File: config.mk
export PLATFORM = sky130hd
export DESIGN_NAME = mult_div_sequencer_flat
export DESIGN_NICKNAME = d
export VERILOG_FILES = /design/src/rtl/mult_div_pkg.sv /design/src/rtl/mult_div_sequencer_if.sv /design/src/rtl/iter_counter.sv /design/src/rtl/mult_div_sequencer.sv /design/src/flat_wrapper.sv
export SDC_FILE = /design/constraint.sdc
export NUM_CORES = 1
export LEC_CHECK = 0
export ABC_AREA = 1
export CELL_PAD_IN_SITES_DETAIL_PLACEMENT = 1
export CELL_PAD_IN_SITES_GLOBAL_PLACEMENT = 2
export CORE_MARGIN = 10
export CORE_UTILIZATION = 26
export DETAILED_ROUTE_END_ITERATION = 16
export PLACE_DENSITY = 0.86
export SLEW_MARGIN = 20
export SYNTH_ARGS = -nofsm -noshare
export SYNTH_HDL_FRONTEND = slang
export SYNTH_SLANG_ARGS = --single-unit
File: constraint.sdc
create_clock -name clk -period 2.44 [get_ports clk]
set_input_delay 0.488 -clock clk [delete_from_list [all_inputs] [get_ports clk]]
set_output_delay 0.488 -clock clk [all_outputs]
set_load 0.05 [all_outputs]
File: src/rtl/mult_div_pkg.sv
// Shared encodings for the multiply/divide sequencer and the control unit.
// State codes and HI/LO source selects live here so both sides agree.
package mult_div_pkg;

  localparam logic [2:0] S_IDLE      = 3'd0;
  localparam logic [2:0] S_MULT_INIT = 3'd1;
  localparam logic [2:0] S_MULT_RUN  = 3'd2;
  localparam logic [2:0] S_DIV_INIT  = 3'd3;
  localparam logic [2:0] S_DIV_RUN   = 3'd4;
  localparam logic [2:0] S_WRITE     = 3'd5;
  localparam logic [2:0] S_DIV0      = 3'd6;

  typedef enum logic [2:0] {
    IDLE      = S_IDLE,
    MULT_INIT = S_MULT_INIT,
    MULT_RUN  = S_MULT_RUN,
    DIV_INIT  = S_DIV_INIT,
    DIV_RUN   = S_DIV_RUN,
    WRITE     = S_WRITE,
    DIV0      = S_DIV0
  } state_t;

  localparam logic HILO_SRC_MULT = 1'b0;
  localparam logic HILO_SRC_DIV  = 1'b1;

endpackage

File: src/rtl/mult_div_sequencer_if.sv
// Request/strobe bundle between the control unit, the sequencer
// and the shared multiply/divide datapath.
interface mult_div_sequencer_if;

  logic mult_req;
  logic div_req;
  logic divisor_zero;
  logic mult_start;
  logic mult_step;
  logic div_start;
  logic div_step;
  logic last_step;
  logic hilo_src;
  logic hi_write;
  logic lo_write;
  logic busy;
  logic done;
  logic div_zero;

  modport master (
    output mult_req,
    output div_req,
    output divisor_zero,
    input  mult_start,
    input  mult_step,
    input  div_start,
    input  div_step,
    input  last_step,
    input  hilo_src,
    input  hi_write,
    input  lo_write,
    input  busy,
    input  done,
    input  div_zero
  );

  modport slave (
    input  mult_req,
    input  div_req,
    input  divisor_zero,
    output mult_start,
    output mult_step,
    output div_start,
    output div_step,
    output last_step,
    output hilo_src,
    output hi_write,
    output lo_write,
    output busy,
    output done,
    output div_zero
  );

endinterface

File: src/rtl/iter_counter.sv
// Iteration counter for the mult/div sequencer.
// Holds when idle; flags the final iteration.
module iter_counter #(
  parameter int WIDTH = 32,
  parameter int CNT_W = 6
) (
  input  logic clk,
  input  logic reset,
  input  logic clr,
  input  logic en,
  output logic last
);

  localparam logic [CNT_W-1:0] TERM = CNT_W'(WIDTH - 1);

  logic [CNT_W-1:0] cnt;

  always_ff @(posedge clk or posedge reset) begin
    if (reset) begin
      cnt <= '0;
    end else if (clr) begin
      cnt <= '0;
    end else if (en) begin
      cnt <= cnt + CNT_W'(1);
    end
  end

  assign last = (cnt == TERM);

endmodule

File: src/rtl/mult_div_sequencer.sv
// Sequences the shared iterative multiplier/divider: load, WIDTH steps,
// HI/LO commit, plus an early divide-by-zero exit. All outputs are Moore.
module mult_div_sequencer
  import mult_div_pkg::*;
#(
  parameter int WIDTH = 32,
  parameter int CNT_W = 6
) (
  input logic             clk,
  input logic             reset,
  mult_div_sequencer_if.slave bus
);

  state_t state;
  state_t state_nxt;
  logic   op_is_div;
  logic   op_nxt;
  logic   cnt_clr;
  logic   cnt_en;
  logic   term;

  iter_counter #(
    .WIDTH (WIDTH),
    .CNT_W (CNT_W)
  ) u_cnt (
    .clk   (clk),
    .reset (reset),
    .clr   (cnt_clr),
    .en    (cnt_en),
    .last  (term)
  );

  always_ff @(posedge clk or posedge reset) begin
    if (reset) begin
      state     <= IDLE;
      op_is_div <= HILO_SRC_MULT;
    end else begin
      state     <= state_nxt;
      op_is_div <= op_nxt;
    end
  end

  always_comb begin
    state_nxt      = state;
    op_nxt         = op_is_div;
    cnt_clr        = 1'b0;
    cnt_en         = 1'b0;
    bus.mult_start = 1'b0;
    bus.mult_step  = 1'b0;
    bus.div_start  = 1'b0;
    bus.div_step   = 1'b0;
    bus.last_step  = 1'b0;
    bus.hi_write   = 1'b0;
    bus.lo_write   = 1'b0;
    bus.done       = 1'b0;
    bus.div_zero   = 1'b0;
    // Select stays on the last committed source until a new op loads.
    bus.hilo_src   = op_is_div;
    bus.busy       = (state != IDLE);

    unique case (state)
      IDLE: begin
        if (bus.mult_req) begin
          state_nxt = MULT_INIT;
          op_nxt    = HILO_SRC_MULT;
        end else if (bus.div_req && bus.divisor_zero) begin
          state_nxt = DIV0;
        end else if (bus.div_req) begin
          state_nxt = DIV_INIT;
          op_nxt    = HILO_SRC_DIV;
        end
      end
      MULT_INIT: begin
        bus.mult_start = 1'b1;
        cnt_clr        = 1'b1;
        state_nxt      = MULT_RUN;
      end
      MULT_RUN: begin
        bus.mult_step = 1'b1;
        bus.last_step = term;
        cnt_en        = 1'b1;
        if (term) state_nxt = WRITE;
      end
      DIV_INIT: begin
        bus.div_start = 1'b1;
        cnt_clr       = 1'b1;
        state_nxt     = DIV_RUN;
      end
      DIV_RUN: begin
        bus.div_step  = 1'b1;
        bus.last_step = term;
        cnt_en        = 1'b1;
        if (term) state_nxt = WRITE;
      end
      WRITE: begin
        bus.hi_write = 1'b1;
        bus.lo_write = 1'b1;
        bus.done     = 1'b1;
        state_nxt    = IDLE;
      end
      DIV0: begin
        bus.div_zero = 1'b1;
        state_nxt    = IDLE;
      end
      default: begin
        state_nxt = IDLE;
      end
    endcase
  end

endmodule

File: src/flat_wrapper.sv
// flat-port wrapper written by rule: the top's interface ports become plain ports
module mult_div_sequencer_flat import mult_div_pkg::*;
#(
  parameter int WIDTH = 32,
  parameter int CNT_W = 6
)
  (clk, reset, bus_mult_req, bus_div_req, bus_divisor_zero, bus_mult_start, bus_mult_step, bus_div_start, bus_div_step, bus_last_step, bus_hilo_src, bus_hi_write, bus_lo_write, bus_busy, bus_done, bus_div_zero);
  mult_div_sequencer_if bus_i ();
  input logic clk;
  input logic reset;
  input wire logic [$bits(bus_i.mult_req)-1:0] bus_mult_req;
  input wire logic [$bits(bus_i.div_req)-1:0] bus_div_req;
  input wire logic [$bits(bus_i.divisor_zero)-1:0] bus_divisor_zero;
  output wire logic [$bits(bus_i.mult_start)-1:0] bus_mult_start;
  output wire logic [$bits(bus_i.mult_step)-1:0] bus_mult_step;
  output wire logic [$bits(bus_i.div_start)-1:0] bus_div_start;
  output wire logic [$bits(bus_i.div_step)-1:0] bus_div_step;
  output wire logic [$bits(bus_i.last_step)-1:0] bus_last_step;
  output wire logic [$bits(bus_i.hilo_src)-1:0] bus_hilo_src;
  output wire logic [$bits(bus_i.hi_write)-1:0] bus_hi_write;
  output wire logic [$bits(bus_i.lo_write)-1:0] bus_lo_write;
  output wire logic [$bits(bus_i.busy)-1:0] bus_busy;
  output wire logic [$bits(bus_i.done)-1:0] bus_done;
  output wire logic [$bits(bus_i.div_zero)-1:0] bus_div_zero;
  assign bus_i.mult_req = bus_mult_req;
  assign bus_i.div_req = bus_div_req;
  assign bus_i.divisor_zero = bus_divisor_zero;
  assign bus_mult_start = bus_i.mult_start;
  assign bus_mult_step = bus_i.mult_step;
  assign bus_div_start = bus_i.div_start;
  assign bus_div_step = bus_i.div_step;
  assign bus_last_step = bus_i.last_step;
  assign bus_hilo_src = bus_i.hilo_src;
  assign bus_hi_write = bus_i.hi_write;
  assign bus_lo_write = bus_i.lo_write;
  assign bus_busy = bus_i.busy;
  assign bus_done = bus_i.done;
  assign bus_div_zero = bus_i.div_zero;
  mult_div_sequencer #(.WIDTH(WIDTH), .CNT_W(CNT_W)) u_core (.clk(clk), .reset(reset), .bus(bus_i));
endmodule
==> reports/metrics.cfg, run 1 <==
[sta]
holdWs_ns=0.505
rsz0062_at_grt=no
slew_headroom_pct=65.4
tns_ns=0
finalHoldViolCount=0
min_period_over_period_pct=95.6
finClkSkew_ns=0.00337
setup-violations-final=0
min_period_ns=2.33
timing.fmax_ghz=0.429
slew_violations=0
tightestPinTransition_ns=0.518

[route]
drc=0
drt_pass1_iterations=4
antenna_left=0
routed_wirelength_um=1650
vias=619
via_per_inst=4.49
drt_iter0_markers=23
wl_per_cell_um=11.9

[clock_network]
cts_made_buffers=3
cts_tree=done
ctsHoldBuffers=0
clk_latency_ns=0.26
cts_num_sinks=10
root_buffer=clkbuf_4
cts.htree.levels=1
clk_pin_slew_ns=0.07
clockBufferDepth=2

[finish]
areaGrowthSynthToFinish_pct=33.2
drive_above_1_share_pct=10.9
nets=117
final_common_cell=nand2_1
diodes=0
final_util_pct=37.1
mostFrequentLayoutCells=25 x nand2_1, 17 x inv_1, 12 x nor2_1

[logic_synthesis]
synth-seq-cells=10
ys_top_cells_by_area=dfrtp_1 40%, nand2_1 15%, inv_1 10%
syn_area_sq_um=633
synth_top_cell_by_area=dfrtp_1
synth-seq-area-share_pct=39.5
syn_inst=94
synth_top_area_share_pct=39.5
postSynthAreaPerCell_sq_um=6.74
yosysWarnings=0
mappedNetlistNets=100
synth_cell_types=15

[worst_setup_path]
cp_data_required_time_ns=1.95
worst-r2r-cell-count=6
reg2reg_from=u_core.state[1]$_DFFE_PP0P_
worst_setup_path_start_kind=flip-flop
r2r_setup_slack_ns=1.05
cp_max_fo=4
r2r-end=u_core.u_cnt.cnt[2]$_DFFE_PP0P_
path_class=flip-flop to primary output
cp-end-kind=primary output
crit_arrival_ns=1.84

[power_and_ir_drop]
power_density_mw_per_mm2=1340
p_leak_uw=0.000477
ir_drop_mv=0.580
power_uw=1130

[global_routing]
grt_max_degree=15
first_global_vias=618
grt_pass1_wl_um=2860
grt_usage_pct=6.87
grt_overflow_total=0
antenna_found_initial=0

[die]
dieArea_sq_mm=0.00481
die_w_um=69.3
initial_core_util_pct=27.8
core_sq_mm=0.00228
dieHeight_um=69.3
rows=17
ios=16

[min_path]
hp-class=flip-flop to flip-flop
holdCritStartpoint=u_core.bus.hilo_src$_DFFE_PP0P_
hold_depth=2
hold_end=u_core.bus.hilo_src$_DFFE_PP0P_

[run]
cap_violations=0

[placed_design]
gp_congestion=0.756
hpwl_um=1330
port_buffers=15

[outcome]
status=finished clean

[layer usage]
| metal | share of wire (%) | global-route usage (%) | vias up |
|---|---|---|---|
| met3 | 3.3 | 2.14 | 2 |
| met5 | 0 | 0 | - |
| li1 | - | - | 323 |
| met1 | 49 | 8.43 | 288 |
| met2 | 47 | 10.8 | 6 |
| met4 | 0.55 | 2.66 | 0 |
[registers in the layout, summed over array words and instances (netlist names)]
name / count
u_core.bus.hilo_src: 1
u_core.state: 3
u_core.u_cnt.cnt: 6
[per-stage QoR]
| stage | cells | setup WS [ns] | cell area (sq um) |
|---|---|---|---|
| 6_report | 138 | 0.108 | 843 |
| 2_1_floorplan | 94 | 0.387 | 638 |
| 3_3_place_gp | 134 | 0.332 | 802 |
| 4_1_cts | 138 | 0.0513 | 838 |
| 3_5_place_dp | 134 | 0.352 | 802 |
| 5_1_grt | 138 | 0.000264 | 843 |
[cells by family (layout without fill, tap and decap cells)]
| group | Yosys count | in the layout | share of synthesized area, % |
|---|---|---|---|
| compound gates | 9 | 9 | 7.71 |
| simple gates | 53 | 53 | 35.2 |
| fa+ha+maj | 1 | 1 | 1.98 |
| buf+inv | 20 | 36 | 14.2 |
| xor+xnor | 1 | 1 | 1.38 |
| flops | 10 | 10 | 39.5 |
[what timing repair did]
| action | CTS | global route |
|---|---|---|
| setup buffers | 0 | 0 |
| resized for setup | 0 | 2 |
| setup endpoints to repair | 0 | 2 |
| hold endpoints to repair | 0 | 0 |
[cell usage after synthesis]
library cell and n:
nor3_1 3, nor2_1 12, nand3_1 10, nand2_1 25, dfrtp_1 10, o21ai_0 6, a21oi_1 2, xor2_1 1
nor2_2 1, ha_1 1, nand2_2 2, a21oi_2 1, buf_6 1, buf_4 2, inv_1 17
[critical path: stages, from the launching register on]
cell,delay [ns]
dfrtp_1,0.42
inv_1,0.09
nor3_2,0.22
clkdlybuf4s50_1,0.85
[final cells by class]
cell class | count | area [sq um]
Clock buffer | 4 | 36.3
Fill cell | 287 | 1430
Inverter | 17 | 63.8
Multi-Input combinational cell | 64 | 298
Sequential cell | 10 | 250
Tap cell | 28 | 35.0
Timing Repair Buffer | 15 | 160
[how the worst max path moves through the flow]
stage | start | end | slack (ns)
after floorplan | u_core.state[1]$_DFFE_PP0P_ | bus_div_zero | 0.39
after global placement | u_core.state[1]$_DFFE_PP0P_ | bus_div_step | 0.33
after detailed placement | u_core.state[1]$_DFFE_PP0P_ | bus_div_step | 0.35
after CTS | u_core.state[1]$_DFFE_PP0P_ | bus_div_step | 0.05
after global routing | u_core.state[0]$_DFFE_PP0P_ | bus_lo_write | 0.0003
final | u_core.state[0]$_DFFE_PP0P_ | bus_hi_write | 0.11
[power breakdown]
part           switching [uW]  internal [uW]  total (uW)  leakage, uW
combinational             501            207         709     0.000325
clock                    59.4           90.5         150    0.0000210
sequential               50.2            223         273     0.000131
total                     611            521        1130     0.000477
Note: power is estimated with default switching activity, not from simulation.
==> run 2: changes to the inputs <==
==> constraint.sdc (replaced) <==
create_clock -name clk -period 2.44 [get_ports clk]
set_input_delay 0.244 -clock clk [delete_from_list [all_inputs] [get_ports clk]]
set_output_delay 0.244 -clock clk [all_outputs]
set_load 0.05 [all_outputs]
==> run 2 against run 1 <==
Fmax increased by 7.4%. Total power is 4.9% lower. Core utilization fell by 1.4 points. Cell count down 0.72%. Wire length decreased by 9.1%. Sequential cell count unchanged. Largest power group unchanged. Design area is 3.7% lower.
==> reports/metrics.cfg, run 2 (synthesis gave the netlist of run 1 again) <==
[clock_network]
clk_pin_slew_ns=0.06  ; about the same
cts_made_buffers=3  ; unchanged
clk_latency_ns=0.26  ; about the same
cts.htree.levels=1  ; unchanged
ctsHoldBuffers=0  ; unchanged
root_buffer=clkbuf_4
cts_num_sinks=10  ; unchanged
post_cts_resized=0  ; unchanged
cts_tree=done
clockBufferDepth=2  ; unchanged
postCtsSetupRepairBufs=0  ; unchanged

[worst_setup_path]
r2r_setup_slack_ns=1.07  ; +0.02 ns
cp-end-kind=primary output
cp_max_fo=9  ; +5
worst_setup_path_start_kind=flip-flop
crit_arrival_ns=1.93  ; +0.09 ns
cp_data_required_time_ns=2.20  ; +0.25 ns
path_class=flip-flop to primary output

[finish]
top_register=u_core.u_cnt.cnt
areaGrowthSynthToFinish_pct=28.3
regArea_sq_um=250  ; unchanged
largest_reg_flops=6  ; unchanged
nets=117  ; unchanged
multiInputGateArea_sq_um=293  ; -1.7%
fin_cells=137  ; -0.72%
final_common_cell=nand2_1
fillCellCount=286  ; -0.35%
diodes=0  ; unchanged
drive_above_1_share_pct=7.34  ; -3.6 points
mostFrequentLayoutCells=25 x nand2_1, 17 x inv_1, 14 x clkdlybuf4s50_1, 12 x nor2_1

[placed_design]
gp_congestion=0.750  ; -0.73%
port_buffers=15  ; unchanged
hpwl_um=1250  ; -5.9%
placed_cells=134  ; unchanged

[route]
drc=0  ; unchanged
drt_iter0_markers=11  ; -52%
via_per_inst=4.47  ; -0.25%
drt_pass1_iterations=2  ; -2
antenna_left=0  ; unchanged
wl_per_cell_um=10.9  ; -8.4%
routed_wirelength_um=1500  ; -9.1%
vias=613  ; -0.97%

[die]
ios=16  ; unchanged
core_sq_mm=0.00228  ; unchanged
dieHeight_um=69.3  ; unchanged
rows=17  ; unchanged
initial_core_util_pct=27.8  ; unchanged
die_w_um=69.3  ; unchanged
dieArea_sq_mm=0.00481  ; unchanged

[sta]
tns_ns=0  ; unchanged
slew_headroom_pct=66.1  ; +0.73 points
finalHoldViolCount=0  ; unchanged
tightestPinTransition_ns=0.507  ; -0.0116 ns
finClkSkew_ns=0.00119  ; -0.00218 ns
min_period_ns=2.17  ; -0.161 ns
slew_violations=0  ; unchanged
rsz0062_at_grt=no
timing.fmax_ghz=0.461  ; +7.4%
min_period_over_period_pct=89.0  ; -6.6 points
setup-violations-final=0  ; unchanged

[power_and_ir_drop]
p_leak_uw=0.000430  ; -9.9%
power.internal_uw=490  ; -5.9%
clkPwrFrac_pct=9.8  ; -3.4 points
switching_share_pct=54.5  ; +0.46 points
power_density_mw_per_mm2=1330  ; -1.2%
seqPwrFrac_pct=25.4  ; +1.3 points
ir_drop_mv=0.594  ; +2.4%
p_comb_share_pct=64.8  ; +2.2 points
power_uw=1080  ; -4.9%
p_switching_uw=586  ; -4.1%

[outcome]
status=finished clean

[min_path]
hp-class=input port to asynchronous set/reset pin

[global_routing]
grt_overflow_total=0  ; unchanged
grt_max_degree=15  ; unchanged
antenna_found_initial=0  ; unchanged
first_global_vias=592  ; -4.2%
grt_usage_pct=6.37  ; -0.50 points
grt_pass1_wl_um=2600  ; -8.9%

[run]
cap_violations=0  ; unchanged

==> run 2: cell types whose count changed in the layout (fill, tap and decap cells not counted), sizes merged <==
cell and change:
clkdlybuf4s50 +4, buf -2, clkbuf -1, dlymetal6s2s -2
==> run 2: final timing paths <==
check / from / end / cells past startpoint
setup / recovery: u_core.state[2]$_DFFE_PP0P_ / bus_div_start / 4
hold / removal: reset / u_core.bus.hilo_src$_DFFE_PP0P_ / 2
setup reg to reg: u_core.u_cnt.cnt[0]$_DFFE_PP0P_ / u_core.state[1]$_DFFE_PP0P_ / 8
hold reg to reg: u_core.bus.hilo_src$_DFFE_PP0P_ / u_core.bus.hilo_src$_DFFE_PP0P_ / 2
max in group asynchronous: reset / u_core.u_cnt.cnt[3]$_DFFE_PP0P_ / 2
min in group clk: u_core.bus.hilo_src$_DFFE_PP0P_ / u_core.bus.hilo_src$_DFFE_PP0P_ / 2
==> run 2: cell type report <==
type | count | share of cell area, %
multi-input combinational | 64 | 36.1
tap | 28 | 4.31
inverter | 17 | 7.86
timing repair buffer | 15 | 18.2
clock buffer | 3 | 2.77
sequential | 10 | 30.8
==> run 2: power groups by stage <==
stage | Clock, uW | Combinational, uW | Sequential [uW]
floorplan | 0 | 518 | 291
detailed placement | 0 | 710 | 275
global placement | 0 | 703 | 273
global route | 119 | 776 | 280
finish | 106 | 697 | 274
CTS | 113 | 712 | 273
==> run 2: metal layers <==
metal | global-route usage, % | vias to the layer above | part of all wire, %
li1 | - | 319 | -
met2 | 10.2 | 9 | 48
met5 | 0 | - | 0
met4 | 2.00 | 0 | 0.60
met3 | 3.42 | 2 | 5.1
met1 | 7.03 | 283 | 47
==> run 2: per-stage QoR <==
step	hold WS (ns)	utilization, %	setup WS [ns]	area [sq um]
3_3_place_gp	0.481	34.7	0.565	790
6_report	0.254	35.7	0.269	812
3_5_place_dp	0.496	34.7	0.531	790
2_1_floorplan	0.0842	-	0.184	633
4_1_cts	0.265	35.7	0.240	812
5_1_grt	0.288	35.7	0.116	812
==> run 2: worst max-delay path, cell delays in order (launching register included) <==
cell and delay, ns:
dfrtp_1 0.37, inv_1 0.16, nand2_2 0.16, nor2_1 0.16, clkdlybuf4s50_1 0.82
==> run 3: changes to the inputs <==
- SYNTH_HIERARCHICAL: default -> 1
==> run 3 against run 2 <==
Non-clock buffer count is 1 higher. Synthesized cell count is the same. Via count rose by 4.4%. First-iteration DRC count is 27% higher. Worst hold slack got worse by 0.059 ns. Highest routed layer unchanged.
==> reports/metrics.cfg, run 3 <==
[outcome]
status=finished clean

[global_routing]
grt_usage_pct=7.25  ; +0.88 points
grt_max_degree=8  ; -7
grt_overflow_total=0  ; unchanged
first_global_vias=645  ; +9.0%
grt_pass1_wl_um=2860  ; +10%
antenna_found_initial=0  ; unchanged

[route]
highest_layer=met4
vias=640  ; +4.4%
antenna_left=0  ; unchanged
wl_met3_um=78  ; +2.6%
routed_wirelength_um=1630  ; +8.8%
wl_met2_um=708  ; -0.84%
drt_iter0_markers=14  ; +3
drc=0  ; unchanged
drt_pass1_iterations=2  ; unchanged
via_per_inst=4.57  ; +2.2%
wl_met1_um=794  ; +14%
wl_per_cell_um=11.6  ; +6.5%

[die]
dieHeight_um=69.4  ; +0.14%
rows=17  ; unchanged
dieArea_sq_mm=0.00482  ; +0.29%
ios=16  ; unchanged
die_w_um=69.4  ; +0.14%
initial_core_util_pct=27.9  ; +0.11 points
core_sq_mm=0.00228  ; unchanged

[sta]
setup-violations-final=0  ; unchanged
slew_violations=0  ; unchanged
tightestPinTransition_ns=0.505  ; -0.00230 ns
min_period_over_period_pct=91.6  ; +2.6 points
slew_headroom_pct=66.3  ; +0.15 points
finalHoldViolCount=0  ; unchanged
min_period_ns=2.23  ; +0.0629 ns
holdWs_ns=0.195  ; -0.0585 ns
timing.fmax_ghz=0.448  ; -2.8%
rsz0062_at_grt=no
tns_ns=0  ; unchanged
finClkSkew_ns=0.00825  ; +0.00706 ns

[power_and_ir_drop]
p_comb_share_pct=64.9  ; about the same
p_switching_uw=653  ; +11%
power.internal_uw=566  ; +16%
switching_share_pct=53.6  ; -0.89 points
ir_drop_mv=0.570  ; -4.1%
seqPwrFrac_pct=22.9  ; -2.5 points
power_density_mw_per_mm2=1440  ; +8.6%
clkPwrFrac_pct=12.2  ; +2.4 points
p_leak_uw=0.000422  ; -1.9%

[min_path]
hp-class=input port to asynchronous set/reset pin

[finish]
mostFrequentLayoutCells=22 x nand2_1, 19 x nor2_1, 14 x clkdlybuf4s50_1, 12 x inv_1, 10 x dfrtp_1
fillCellCount=301  ; +5.2%
final_common_cell=nand2_1
drive_above_1_share_pct=13.4  ; +6.1 points
final_util_pct=37.2  ; +1.5 points
nets=119  ; +1.7%
top_register=u_core/u_cnt/cnt
diodes=0  ; unchanged
fin_area_sq_um=847  ; +4.3%
largest_reg_flops=6  ; unchanged
areaGrowthSynthToFinish_pct=33.3

[worst_setup_path]
worst_setup_path_start_kind=flip-flop
cpPeakStageDelay_ns=0.88  ; +0.06 ns
cp_data_required_time_ns=2.20  ; about the same
cp_max_fo=7  ; -2
crit_arrival_ns=1.99  ; +0.06 ns
path_cells=inv_2 > nor3_1 > clkdlybuf4s50_1
path_class=flip-flop to primary output
cp-end-kind=primary output
slowest_stage=clkdlybuf4s50_1

[logic_synthesis]
synth-seq-cells=10  ; unchanged
synth-seq-area-share_pct=39.4  ; -0.16 points
mappedNetlistNets=100  ; unchanged
async_flop_share_pct=100  ; unchanged
synth_top_area_share_pct=39.4  ; -0.16 points
yosysWarnings=6  ; +6
syn_inst=94  ; unchanged
postSynthAreaPerCell_sq_um=6.76  ; +0.40%
netlist_top_cells_count=22 x nand2_1, 19 x nor2_1, 12 x inv_1
synth_edf_count=0  ; unchanged
ys_top_cells_by_area=dfrtp_1 39%, nand2_1 13%, nor2_1 11%
yosys_most_used_dff=dfrtp_1
synth_cell_types=17  ; +2
synth_top_cell_by_area=dfrtp_1
yosysMostFrequentCell=nand2_1
syn_area_sq_um=636  ; +0.40%

[run]
cap_violations=0  ; unchanged

[clock_network]
post_cts_resized=0  ; unchanged
clk_pin_slew_ns=0.06  ; about the same
root_buffer=clkbuf_4
ctsHoldBuffers=0  ; unchanged
clockBufferDepth=2  ; unchanged
cts_made_buffers=3  ; unchanged
cts_tree=done
clk_latency_ns=0.27  ; about the same
cts.htree.levels=1  ; unchanged
postCtsSetupRepairBufs=0  ; unchanged
cts_num_sinks=10  ; unchanged

[placed_design]
gp_congestion=0.739  ; -1.5%
dpl_cell_area_sq_um=811  ; +2.7%
port_buffers=15  ; unchanged
hpwl_um=1390  ; +11%

run 3: cell count changes after synthesis, sizes merged:
cell    previous run  this run
nand3             10         8
a211oi             0         1
nand2             27        24
xnor2              0         1
nor2              13        23
xor2               1         0
o21ai              6         3
buf                3         2
nand3b             0         1
a21oi              3         4
inv               17        14
nor3               3         2
run 3: final cells by class:
type | instances | area, sq um | share of cell area [%]
well taps | 28 | 35.0 | 4.14
inverters | 14 | 52.6 | 6.20
repair buffers | 16 | 155 | 18.3
flip-flops and latches | 10 | 250 | 29.5
clock buffers | 4 | 36.3 | 4.28
multi-input cells | 68 | 318 | 37.5
run 3: logic make-up after synthesis:
group	after synthesis	share of synthesized area (%)
AND/OR/NAND/NOR	58	40.0
buffers and inverters	16	10.6
flip-flops	10	39.4
AO/OA/AOI/OAI	8	6.69
XOR/XNOR	1	1.38
adder cells (fa/ha/maj)	1	1.97
run 3: through the flow:
stage	setup WS, ns	power, uW	instances
after CTS	0.180	1240	140
after global routing	0.0178	1330	140
after floorplan	0.146	853	94
after detailed placement	0.478	1080	136
after global placement	0.566	1070	136
final	0.206	1220	140
run 3: worst max-delay path, delay by kind of cell, from the launching register on:
kind,cells,cell delay [ns]
buffers and inverters,2,0.99
flip-flops,1,0.47
AND/OR/NAND/NOR,1,0.28
run 3: power groups by stage:
stage,registers [uW],clock network [uW],logic [uW]
floorplan,297,0,556
global placement,279,0,793
detailed placement,281,0,801
CTS,279,158,804
global route,289,167,875
finish,279,149,791
run 3: worst paths after layout:
check	startpoint	end	slack (ns)	depth (start not counted)
hold reg to reg	u_core/bus.hilo_src$_DFFE_PP0P_	u_core/bus.hilo_src$_DFFE_PP0P_	0.50	2
setup / recovery	u_core/state[2]$_DFFE_PP0P_	bus_hi_write	0.21	3
max in group asynchronous	reset	u_core/u_cnt/cnt[2]$_DFFE_PP0P_	2.03	2
min in group clk	u_core/bus.hilo_src$_DFFE_PP0P_	u_core/bus.hilo_src$_DFFE_PP0P_	0.50	2
setup reg to reg	u_core/state[2]$_DFFE_PP0P_	u_core/u_cnt/cnt[3]$_DFFE_PP0P_	0.86	8
hold / removal	reset	u_core/state[1]$_DFFE_PP0P_	0.20	2
run 3: metal layers:
metal | GRT usage (%) | vias to the layer above
met5 | 0 | -
met3 | 1.71 | 4
met1 | 8.36 | 294
met2 | 10.7 | 12
li1 | - | 330
met4 | 6.65 | 0
